===== src/rtl/cardinal_nic_if.sv =====
// PE register bus and router channel pair for the cardinal NIC.
// slave is the NIC side; master is the PE/router side.
interface cardinal_nic_if #(
    parameter int DATA_WIDTH = 64,
    parameter int ADDR_WIDTH = 2
);
    logic [ADDR_WIDTH-1:0] addr;
    logic [DATA_WIDTH-1:0] d_in;
    logic [DATA_WIDTH-1:0] d_out;
    logic                  nicEn;
    logic                  nicWrEn;
    logic                  net_so;
    logic                  net_ro;
    logic [DATA_WIDTH-1:0] net_do;
    logic                  net_polarity;
    logic                  net_si;
    logic                  net_ri;
    logic [DATA_WIDTH-1:0] net_di;

    modport slave (
        input  addr, d_in, nicEn, nicWrEn,
        input  net_ro, net_polarity, net_si, net_di,
        output d_out, net_so, net_do, net_ri
    );

    modport master (
        output addr, d_in, nicEn, nicWrEn,
        output net_ro, net_polarity, net_si, net_di,
        input  d_out, net_so, net_do, net_ri
    );
endinterface


===== src/rtl/cardinal_nic.sv =====
// Cardinal NIC: one-packet output and input buffers between a PE
// and its mesh router port, injecting only on the matching VC phase.
module cardinal_nic #(
    parameter int DATA_WIDTH = 64,
    parameter int ADDR_WIDTH = 2
) (
    input logic           clk,
    input logic           reset,
    cardinal_nic_if.slave bus
);
    localparam logic [1:0] A_IBUF = 2'b00;
    localparam logic [1:0] A_ISTS = 2'b01;
    localparam logic [1:0] A_OBUF = 2'b10;
    localparam logic [1:0] A_OSTS = 2'b11;

    logic [DATA_WIDTH-1:0] obuf_q, obuf_d;
    logic [DATA_WIDTH-1:0] ibuf_q, ibuf_d;
    logic                  obuf_full_q, obuf_full_d;
    logic                  ibuf_full_q, ibuf_full_d;

    logic                  pe_wr;
    logic                  pe_rd;
    logic                  send;
    logic [1:0]            sel;
    logic [DATA_WIDTH-1:0] d_out_c;

    assign sel   = 2'(bus.addr);
    assign pe_wr = bus.nicEn & bus.nicWrEn;
    assign pe_rd = bus.nicEn & ~bus.nicWrEn;

    // Gated by reset so a buffered packet is never sent in a reset cycle.
    assign send = reset & obuf_full_q & bus.net_ro
                & (obuf_q[DATA_WIDTH-1] == bus.net_polarity);

    assign bus.net_so = send;
    assign bus.net_do = obuf_q;
    assign bus.net_ri = ~ibuf_full_q;
    assign bus.d_out  = d_out_c;

    always_comb begin
        obuf_d      = obuf_q;
        obuf_full_d = obuf_full_q;
        ibuf_d      = ibuf_q;
        ibuf_full_d = ibuf_full_q;

        if (send) begin
            obuf_full_d = 1'b0;
        end
        // A write is only accepted into an empty buffer, so it never races a send.
        if (pe_wr && sel == A_OBUF && !obuf_full_q) begin
            obuf_d      = bus.d_in;
            obuf_full_d = 1'b1;
        end

        if (bus.net_si && !ibuf_full_q) begin
            ibuf_d      = bus.net_di;
            ibuf_full_d = 1'b1;
        end
        if (pe_rd && sel == A_IBUF && ibuf_full_q) begin
            ibuf_full_d = 1'b0;
        end
    end

    always_comb begin
        d_out_c = '0;
        if (pe_rd) begin
            unique case (sel)
                A_IBUF: d_out_c = ibuf_q;
                A_ISTS: d_out_c = {{(DATA_WIDTH-1){1'b0}}, ibuf_full_q};
                A_OBUF: d_out_c = '0;
                A_OSTS: d_out_c = {{(DATA_WIDTH-1){1'b0}}, obuf_full_q};
                default: d_out_c = '0;
            endcase
        end
    end

    always_ff @(posedge clk) begin
        if (!reset) begin
            obuf_q      <= '0;
            obuf_full_q <= 1'b0;
            ibuf_q      <= '0;
            ibuf_full_q <= 1'b0;
        end else begin
            obuf_q      <= obuf_d;
            obuf_full_q <= obuf_full_d;
            ibuf_q      <= ibuf_d;
            ibuf_full_q <= ibuf_full_d;
        end
    end
endmodule


===== src/flat_wrapper.sv =====
// flat-port wrapper written by rule: the top's interface ports become plain ports
module cardinal_nic_flat 
#(
    parameter int DATA_WIDTH = 64,
    parameter int ADDR_WIDTH = 2
)
  (clk, reset, bus_addr, bus_d_in, bus_nicEn, bus_nicWrEn, bus_net_ro, bus_net_polarity, bus_net_si, bus_net_di, bus_d_out, bus_net_so, bus_net_do, bus_net_ri);
  cardinal_nic_if #(.DATA_WIDTH(DATA_WIDTH), .ADDR_WIDTH(ADDR_WIDTH)) bus_i ();
  input logic clk;
  input logic reset;
  input wire logic [$bits(bus_i.addr)-1:0] bus_addr;
  input wire logic [$bits(bus_i.d_in)-1:0] bus_d_in;
  input wire logic [$bits(bus_i.nicEn)-1:0] bus_nicEn;
  input wire logic [$bits(bus_i.nicWrEn)-1:0] bus_nicWrEn;
  input wire logic [$bits(bus_i.net_ro)-1:0] bus_net_ro;
  input wire logic [$bits(bus_i.net_polarity)-1:0] bus_net_polarity;
  input wire logic [$bits(bus_i.net_si)-1:0] bus_net_si;
  input wire logic [$bits(bus_i.net_di)-1:0] bus_net_di;
  output wire logic [$bits(bus_i.d_out)-1:0] bus_d_out;
  output wire logic [$bits(bus_i.net_so)-1:0] bus_net_so;
  output wire logic [$bits(bus_i.net_do)-1:0] bus_net_do;
  output wire logic [$bits(bus_i.net_ri)-1:0] bus_net_ri;
  assign bus_i.addr = bus_addr;
  assign bus_i.d_in = bus_d_in;
  assign bus_i.nicEn = bus_nicEn;
  assign bus_i.nicWrEn = bus_nicWrEn;
  assign bus_i.net_ro = bus_net_ro;
  assign bus_i.net_polarity = bus_net_polarity;
  assign bus_i.net_si = bus_net_si;
  assign bus_i.net_di = bus_net_di;
  assign bus_d_out = bus_i.d_out;
  assign bus_net_so = bus_i.net_so;
  assign bus_net_do = bus_i.net_do;
  assign bus_net_ri = bus_i.net_ri;
  cardinal_nic #(.DATA_WIDTH(DATA_WIDTH), .ADDR_WIDTH(ADDR_WIDTH)) u_core (.clk(clk), .reset(reset), .bus(bus_i));
endmodule

===== config.mk =====
export PLATFORM = sky130hd
export DESIGN_NAME = cardinal_nic_flat
export DESIGN_NICKNAME = d
export VERILOG_FILES = /design/src/rtl/cardinal_nic_if.sv /design/src/rtl/cardinal_nic.sv /design/src/flat_wrapper.sv
export SDC_FILE = /design/constraint.sdc
export NUM_CORES = 1
export LEC_CHECK = 0
export ABC_AREA = 1
export ABC_CLOCK_PERIOD_IN_PS = 1300
export BUFFER_PORTS_ARGS = -buffer_cell sky130_fd_sc_hd__buf_2
export CAP_MARGIN = 10
export CORE_MARGIN = 8
export CORE_UTILIZATION = 46
export CTS_CLUSTER_DIAMETER = 100
export DETAILED_ROUTE_END_ITERATION = 10
export HOLD_SLACK_MARGIN = 0.08
export PLACE_DENSITY = 0.8
export SYNTH_ARGS = -nofsm -noshare
export SYNTH_HDL_FRONTEND = slang
export SYNTH_SLANG_ARGS = --single-unit

===== constraint.sdc =====
create_clock -name clk -period 1.3 [get_ports clk]
set_input_delay 0.195 -clock clk [delete_from_list [all_inputs] [get_ports clk]]
set_output_delay 0.195 -clock clk [all_outputs]
set_load 0.05 [all_outputs]

==> results of run 1 <==
logic make-up after synthesis:
family	synth area share, %
and+or+nand+nor	29.8
AOI/OAI and AO/OA	14.0
DFF	46.8
buffers and inverters	9.45
metal layers:
metal / GRT overflow / GRT usage (%)
met4: 139 / 91.9
met5: 0 / 14.3
met3: 2 / 66.9
met1: 0 / 76.5
met2: 314 / 100
per-stage QoR:
stage | instances | cell area, um2 | hold slack [ns] | setup slack, ns
2_1_floorplan | 732 | 5960 | 0.342 | -0.205
3_3_place_gp | 1111 | 7310 | 0.428 | -0.116
3_5_place_dp | 1111 | 7310 | 0.436 | -0.140
4_1_cts | 1279 | 10000 | 0.128 | -0.144
repair_timing:
item	CTS
gates resized for setup	252
hold buffers	127
pin swaps	39
endpoints found under the hold margin	127
setup buffers	6
gates cloned	4
setup endpoints to repair	66
==> flow_summary.yaml, run 1 <==
status:
  status: "did not finish"
  stop_stage: "global routing (5_1_grt)"
  tool.error: "[ERROR GRT-0232] Routing congestion too high. Check the congestion heatmap in the GUI."
floorplan:
  rows: 40
  die_w_um: 126
  start_util_pct: 46.7
  die_h_um: 126
  ioPinCount: 267
synthesis:
  synthMostInstantiatedCell: "nor2_1"
  postSynthAreaPerCell_um2: 7.60
  synth_top_cell_by_area: "dfxtp_1"
  syn-num-nets: 869
  synthCells: 732
  ys_ff_latch: 130
  synth-async-reset-ratio_pct: 0
  yosysWarnings: 0
  syn-cell-area_mm2: 0.00556
  yosys.area.top_type_share_pct: 46.8
  synth.yosys.seq_area_share_pct: 46.8
  synthTopCellsByCount: "194 x nor2_1, 137 x nand2_1, 130 x dfxtp_1, 55 x nand3_1, 55 x o21ai_0"
  synth_area_leaders: "dfxtp_1 47%, nor2_1 13%, nand2_1 9.2%, a21oi_2 5.0%, nand3_1 4.9%"
  synthFlopType: "dfxtp_1"
  synth-edff-count: 0
  ys_types: 22
placement:
  portBuffers: 266
  gp_congestion: 0.775
  hpwlAfterDp_um: 12400
clock_tree:
  root_buffer: "clkbuf_16"
  cts_buffers: 17
  clk_path_buf_depth: 2
  cts.htree.levels: 4
  cts_sinks: 130
timing:
  endpoint_type: "primary output"
  crit_endpoint: "bus_net_so"
global_routing:
  grt_max_degree: 67
  grt_util_all_layers_pct: 81.4
  overflow: 455
==> run 2, diff against run 1 <==
Settings changed: CORE_UTILIZATION 46 to 40, CTS_CLUSTER_DIAMETER 100 to not set, HOLD_SLACK_MARGIN 0.08 to not set, PLACE_DENSITY 0.8 to not set, PLACE_DENSITY_LB_ADDON set to 0.15.
==> flow_summary.yaml, run 2 <==
routing:
  wl_um: 19500
  first_iter_violations: 337
  via_count: 5880
  viasPerCell: 4.90
  dr.pass1.iters: 4
  ant_nets: 0
  post-route-drc-count: 0
  wl_per_cell_um: 16.3
global_routing:
  grt_max_degree: 65
  grt_pass1_wl_um: 28400
  grt_pass1_vias: 5673
  overflow: 0
  grt_antenna_before_repair: 3
  grt_util_all_layers_pct: 19.6
cells_and_area:
  final_common_cell: "buf_2"
  drive_gt1_share_pct: 57.6
  synthToLayoutAreaGrowth_pct: 66.7
  final_cell_mix: "198 x buf_2, 130 x nor2_1, 82 x nand2_1"
  fin_util_pct: 67.6
  nFillCells: 1143
  nets: 1143
  final_cells: 1200
  final_area_mm2: 0.00927
power_and_ir_drop:
  p_leak_nw: 3.93
  finalPower_mw: 10.4
  peakVddDrop_mv: 0.856
  p_per_area_mw_per_mm2: 1130
placement:
  gp_congestion: 0.765
  dpl_cell_area_mm2: 0.00743
  place_inst: 1147
  portBuffers: 266
  hpwlAfterDp_um: 12400
clock_tree:
  cts_buffers: 17
  cts.htree.levels: 4
  clk_path_buf_depth: 2
  cts_tree: "done"
  cts_sinks: 130
  clock_latency_ns: 0.41
  ctsHoldBuffers: 0
  path_clk_slew_ns: 0.05
  root_buffer: "clkbuf_16"
critical_path:
  crit_path_max_fanout: 4
  path_class: "flop to output pin"
  cp-start-kind: "flop"
  arrival_ns: 1.21
  cp.required_ns: 1.11
  end_kind: "output pin"
timing:
  finalSetupViolations: 17
  worstMarginPinSlew_ns: 0.313
  period_share_pct: 108
  rsz0062_at_grt: "yes"
  fin_skew_ns: 0.00745
  fin_crit_ns: 1.40
  hold_violations: 0
  relSlewSlack_pct: 79.1
  final_max_slew_viol_count: 0
  setup_tns_ns: -0.621
  fin_ws_ns: -0.104
  timing.fmax_mhz: 712
synthesis:
  syn-cell-area_mm2: 0.00556
  ys_types: 22
  synthMostInstantiatedCell: "nor2_1"
  synth-async-reset-ratio_pct: 0
  synthFlopType: "dfxtp_1"
  synth-edff-count: 0
  synth_top_cell_by_area: "dfxtp_1"
  yosysWarnings: 0
  synthTopCellsByCount: "194 x nor2_1, 137 x nand2_1, 130 x dfxtp_1, 55 x nand3_1, 55 x o21ai_0"
  yosys.area.top_type_share_pct: 46.8
  syn-num-nets: 869
  synthCells: 732
  postSynthAreaPerCell_um2: 7.60
  ys_ff_latch: 130
  synth_area_leaders: "dfxtp_1 47%, nor2_1 13%, nand2_1 9.2%, a21oi_2 5.0%, nand3_1 4.9%"
  synth.yosys.seq_area_share_pct: 46.8
floorplan:
  die_h_um: 134
  coreArea_mm2: 0.0137
  fp.dieArea_mm2: 0.0179
  ioPinCount: 267
  die_w_um: 134
  start_util_pct: 40.5
  rows: 43
status:
  status: "complete, but fails checks"
  violations: "negative setup slack"
worst_hold_path:
  hold_path.class: "input port to flop"
run:
  max-cap-violations: 0
==> run 2: cell counts after synthesis <==
No cell type changed its count.
==> run 2: path summary, 6_finish.rpt <==
check | startpoint | endpoint | slack [ns] | depth (start not counted)
worst max-delay path | u_core.obuf_full_q$_SDFFE_PN0P_ | bus_net_so | -0.10 | 5
worst min-delay path | bus_net_di[51] | u_core.ibuf_q[51]$_SDFFE_PN0P_ | 0.02 | 3
worst max register to register | u_core.obuf_full_q$_SDFFE_PN0P_ | u_core.bus.net_do[16]$_SDFFE_PN0P_ | 0.05 | 6
worst min register to register | u_core.bus.net_do[50]$_SDFFE_PN0P_ | u_core.bus.net_do[50]$_SDFFE_PN0P_ | 0.46 | 2
==> run 2: timing repair <==
item                                   4_1_cts  5_1_grt
pin swaps                                   29       69
cloned                                       0        7
setup endpoints to repair                   65      128
setup buffers                                3       10
endpoints found under the hold margin        0        0
gates resized for setup                    226      133
==> run 2: logic make-up (layout without fill, tap and decap cells) <==
logic type,count (synthesis),count (layout),share of synthesized area (%)
simple gates,401,401,29.8
compound gates,131,131,14.0
flops,130,130,46.8
buf+inv,70,357,9.45
other cells,0,1,0
==> run 2: final cells by class <==
cell class	count	area, um2	share of cell area (%)
inverters	9	43.8	0.472
well taps	180	225	2.43
clock inverters	11	87.6	0.945
clock buffers	21	460	4.97
multi-input cells	532	3160	34.1
flip-flops and latches	130	2690	29.0
diodes	1	2.50	0.0270
repair buffers	316	2600	28.0
==> run 2: worst max-delay path, stage by stage, from the launching register on <==
cell and delay [ns]:
dfxtp_4 0.37, nand2_2 0.05, nor2_2 0.11, nand2_2 0.07, inv_2 0.06, buf_8 0.14
==> run 2: per-stage QoR <==
stage          setup WS (ns)  hold slack [ns]
2_1_floorplan         -0.205            0.342
3_3_place_gp          -0.138            0.431
3_5_place_dp          -0.156            0.441
4_1_cts               -0.108          0.00433
5_1_grt               -0.168           0.0237
6_report              -0.104           0.0208
==> run 2: where the power goes <==
group / internal (mW) / leakage, nW / switching, mW
logic: 0.658 / 2.57 / 1.02
clock network: 2.70 / 0.268 / 1.69
registers: 4.24 / 1.09 / 0.152
total: 7.59 / 3.93 / 2.86
==> run 2: routing by layer <==
metal / routed length [um] / GRT usage, % / vias up
met5: 22 / 0 / -
met4: 517 / 8.86 / 4
met3: 1610 / 7.82 / 40
met2: 9770 / 33.0 / 219
met1: 7600 / 21.3 / 2707
li1: - / - / 2910
Note: power is estimated with default switching activity, not from simulation.
==> run 3, diff against run 2 <==
Settings changed: SKIP_LAST_GASP set to 1.
==> flow_summary.yaml, run 3 (synthesis results as in run 2) <==
timing:
  fin_skew_ns: 0.00665
  fin_ws_ns: -0.102
  hold_violations: 0
  rsz0062_at_grt: "yes"
  final_max_slew_viol_count: 0
  setup_tns_ns: -0.189
  worstMarginPinSlew_ns: 0.319
  timing.fmax_mhz: 713
  finalSetupViolations: 3
  period_share_pct: 108
  relSlewSlack_pct: 78.8
  fin_crit_ns: 1.40
routing:
  via_count: 5857
  highest_layer: "met5"
  viasPerCell: 4.89
  wl_met2_um: 9860
  wl_per_cell_um: 16.3
  dr.pass1.iters: 4
  dr_wl_met3_um: 1560
  met1_length_um: 7630
  post-route-drc-count: 0
  ant_nets: 0
  first_iter_violations: 346
  wl_um: 19500
floorplan:
  die_h_um: 134
  fp.dieArea_mm2: 0.0179
  start_util_pct: 40.5
  die_w_um: 134
  rows: 43
  coreArea_mm2: 0.0137
  ioPinCount: 267
critical_path:
  crit_path_max_fanout: 4
  ff2ff_setup_slack_ns: 0.02
  crit_family: "flip-flops"
  end_kind: "output pin"
  cp_common_cell: "nand2_2"
  cp-start-kind: "flop"
  slowest_delay_ns: 0.37
  cp.required_ns: 1.11
  path_class: "flop to output pin"
  arrival_ns: 1.21
  slowest_stage: "dfxtp_4"
  cp_cell_sequence: "nand2_2 -> nor2_2 -> nand2_2 -> inv_2 -> buf_8"
  cp_num_buf_inv: 2
global_routing:
  grt_max_degree: 65
  grt_util_all_layers_pct: 19.4
  grt_pass1_vias: 5623
  overflow: 0
  grt_pass1_wl_um: 28300
  grt_antenna_before_repair: 3
cells_and_area:
  nets: 1141
  drive_gt1_share_pct: 58.0
  final_common_cell: "buf_2"
  final_cell_mix: "199 x buf_2, 129 x nor2_1, 76 x nand2_1"
  nFillCells: 1162
  synthToLayoutAreaGrowth_pct: 64.3
clock_tree:
  cts_buffers: 17
  path_clk_slew_ns: 0.05
  root_buffer: "clkbuf_16"
  ctsHoldBuffers: 0
  cts_sinks: 130
  cts_tree: "done"
  clock_latency_ns: 0.41
  cts.htree.levels: 4
  clk_path_buf_depth: 2
power_and_ir_drop:
  p_per_area_mw_per_mm2: 1140
  peakVddDrop_mv: 0.849
  p_leak_nw: 3.79
worst_hold_path:
  hold_path.class: "input port to flop"
status:
  status: "complete, but fails checks"
  violations: "negative setup slack"
run:
  max-cap-violations: 0
placement:
  hpwlAfterDp_um: 12400
  portBuffers: 266
  gp_congestion: 0.765
  dp_slack_ns: -0.156
run 3: path summary, 6_finish.rpt:
kind / startpoint / to / depth (start not counted)
setup / recovery: u_core.obuf_full_q$_SDFFE_PN0P_ / bus_net_so / 5
hold / removal: bus_net_di[51] / u_core.ibuf_q[51]$_SDFFE_PN0P_ / 3
setup reg to reg: u_core.ibuf_full_q$_SDFFE_PP0P_ / u_core.ibuf_q[24]$_SDFFE_PN0P_ / 6
hold reg to reg: u_core.bus.net_do[50]$_SDFFE_PN0P_ / u_core.bus.net_do[50]$_SDFFE_PN0P_ / 2
run 3: worst min-delay path, stage by stage:
cell and delay (ns):
buf_2 0.07, o21ai_1 0.06, nor2_1 0.07
run 3: final cells by class:
class | instances | area (um2) | area share, %
diodes | 1 | 2.50 | 0.0274
inverters | 9 | 43.8 | 0.479
well taps | 180 | 225 | 2.46
clock inverters | 11 | 87.6 | 0.958
clock buffers | 21 | 460 | 5.04
multi-input cells | 532 | 3070 | 33.6
repair buffers | 314 | 2570 | 28.1
flip-flops and latches | 130 | 2680 | 29.4
run 3: routing by layer:
layer,vias to the layer above,track usage (%)
met5,-,0
met4,4,8.55
met3,39,7.82
met2,220,32.3
met1,2691,21.5
li1,2903,-
run 3: per-stage QoR:
stage          hold WS (ns)  instances  area (um2)  utilization, %  power [mW]
2_1_floorplan         0.342        732        5960               -        5.36
3_3_place_gp          0.431       1147        7430            54.1        5.80
3_5_place_dp          0.441       1147        7430            54.1        5.81
4_1_cts             0.00433       1182        8550            62.3        10.3
5_1_grt              0.0257       1198        9140            66.6        10.9
6_report             0.0201       1198        9140            66.6        10.4
run 3: repair_timing:
action                                  CTS  global route
buffers inserted                          3             5
endpoints found under the setup margin   65           118
cloned                                    0            10
pin swaps                                29            62
gates resized for setup                 189           141
run 3: report_power, final:
part / switching, mW / internal (mW)
Sequential: 0.137 / 4.23
Clock: 1.70 / 2.70
Combinational: 1.01 / 0.645
==> run 4, diff against run 3 <==
Settings changed: BUFFER_PORTS_ARGS -buffer_cell sky130_fd_sc_hd__buf_2 to not set, DONT_BUFFER_PORTS set to 1.
==> flow_summary.yaml, run 4 (synthesis results as in run 2) <==
placement:
  gp_congestion: 0.789
  place_inst: 998
  hpwlAfterDp_um: 12800
  dpl_cell_area_mm2: 0.00758
  portBuffers: 0
floorplan:
  die_h_um: 134
  rows: 43
  ioPinCount: 267
  coreArea_mm2: 0.0137
  fp.dieArea_mm2: 0.0179
  die_w_um: 134
  start_util_pct: 40.5
timing:
  relSlewSlack_pct: 76.1
  final_max_slew_viol_count: 0
  period_share_pct: 108
  hold_violations: 0
  fin_ws_ns: -0.102
  rsz0062_at_grt: "yes"
  fin_skew_ns: 0.00959
  worstMarginPinSlew_ns: 0.358
  timing.fmax_mhz: 713
  finalSetupViolations: 54
  fin_crit_ns: 1.40
clock_tree:
  cts.htree.levels: 4
  cts_buffers: 17
  cts_tree: "done"
  clk_path_buf_depth: 2
  clock_latency_ns: 0.42
  root_buffer: "clkbuf_16"
  cts_sinks: 130
  path_clk_slew_ns: 0.06
global_routing:
  grt_util_all_layers_pct: 22.0
  grt_pass1_wl_um: 32000
  met3_usage_pct: 8.12
  overflow: 0
  grt-busiest-layer: "met2"
  grt_antenna_before_repair: 4
  grt_util_met1_pct: 23.3
  use_met2_pct: 37.8
  grt_pass1_vias: 6152
  grt_max_degree: 65
routing:
  wl_um: 24900
  first_iter_violations: 416
  dr.pass1.iters: 6
  ant_nets: 0
  viasPerCell: 5.33
  via_count: 6364
  wl_per_cell_um: 20.8
  post-route-drc-count: 0
power_and_ir_drop:
  peakVddDrop_mv: 0.941
  pwr-share-seq_pct: 39.1
  power_frac_clock_pct: 43.1
  internal-power_mw: 8.25
  switching_power_mw: 2.98
  switching_share_pct: 26.5
  power_frac_comb_pct: 17.8
  p_leak_nw: 3.97
  p_per_area_mw_per_mm2: 1030
critical_path:
  cp-start-kind: "flop"
  arrival_ns: 1.21
  cp.required_ns: 1.11
  end_kind: "output pin"
  crit_path_max_fanout: 4
  path_class: "flop to output pin"
worst_hold_path:
  hold_path.class: "input port to flop"
cells_and_area:
  synthToLayoutAreaGrowth_pct: 95.8
  final_common_cell: "nor2_1"
  drive_gt1_share_pct: 51.4
  final_cells: 1193
  final_area_mm2: 0.0109
  nets: 1133
  final_cell_mix: "130 x nor2_1, 127 x dlygate4sd3_1, 76 x nand2_2"
status:
  violations: "negative setup slack"
  status: "complete, but fails checks"
run:
  max-cap-violations: 0
## run 4: cell count changes in the layout (fill, tap and decap cells not counted), sizes merged
cell         previous run  this run
buf                   308       166
dlygate4sd3             0       127
clkbuf                 27        38
clkinv                  7         2
diode                   1         5
clkinvlp                3         0
bufinv                  1         3
nand2                 139       140
## run 4: power groups by stage
| stage | clock, mW | sequential (mW) | combinational (mW) |
|---|---|---|---|
| 4_1_cts | 4.87 | 4.33 | 1.62 |
| 5_1_grt | 5.09 | 4.40 | 2.11 |
| 3_5_place_dp | 0 | 4.39 | 1.23 |
| 3_3_place_gp | 0 | 4.38 | 1.20 |
| 6_report | 4.84 | 4.39 | 2.00 |
| 2_1_floorplan | 0 | 4.51 | 0.845 |
## run 4: path summary, 6_finish.rpt
kind                                            from                            endpoint  slack, ns  depth (start not counted)
hold reg to reg   u_core.bus.net_do[10]$_SDFFE_PN0P_  u_core.bus.net_do[10]$_SDFFE_PN0P_       0.47                          2
setup / recovery  u_core.bus.net_do[63]$_SDFFE_PN0P_                          bus_net_so      -0.10                          6
hold / removal                        bus_net_di[42]      u_core.ibuf_q[42]$_SDFFE_PN0P_      0.006                          2
setup reg to reg     u_core.obuf_full_q$_SDFFE_PN0P_  u_core.bus.net_do[52]$_SDFFE_PN0P_      -0.10                          7
## run 4: repair_timing
item / 4_1_cts / 5_1_grt
gates cloned: 0 / 20
endpoints found under the setup margin: 61 / 184
hold endpoints to repair: 128 / 0
buffers inserted: 4 / 7
gates resized for setup: 74 / 222
pin swaps: 61 / 63
hold buffers: 128 / 0
## run 4: cell type report
cell class	count	area (um2)
timing repair buffer	305	3790
multi-input combinational	533	3550
fill	781	2830
sequential	130	2690
clock buffer	26	489
tap	180	225
clock inverter	5	100
inverter	9	41.3
antenna	5	12.5
## run 4: critical path, stage by stage (launching register included)
cell and delay [ns]:
dfxtp_2 0.36, inv_1 0.04, nand2_1 0.05, nand2_1 0.05, nand2_1 0.09, inv_2 0.05, buf_12 0.14
## run 4: routing by layer
| metal | routed length [um] | vias to the layer above |
|---|---|---|
| met2 | 12700 | 351 |
| met4 | 1190 | 0 |
| met3 | 2340 | 99 |
| li1 | - | 2898 |
| met1 | 8600 | 3016 |
| met5 | 0 | - |
## run 4: metrics by stage
| step | hold slack, ns | power, mW | util [%] | setup TNS (ns) | setup WS [ns] |
|---|---|---|---|---|---|
| after floorplan | 0.342 | 5.36 | - | -2.30 | -0.205 |
| after global placement | 0.341 | 5.58 | 55.3 | 0 | 0.0101 |
| after detailed placement | 0.345 | 5.63 | 55.3 | -0.0118 | -0.00620 |
| after CTS | 0.00235 | 10.8 | 70.5 | -0.435 | -0.0998 |
| after global routing | 0.0195 | 11.6 | 79.4 | -6.01 | -0.176 |
| final | 0.00597 | 11.2 | 79.4 | -1.77 | -0.102 |
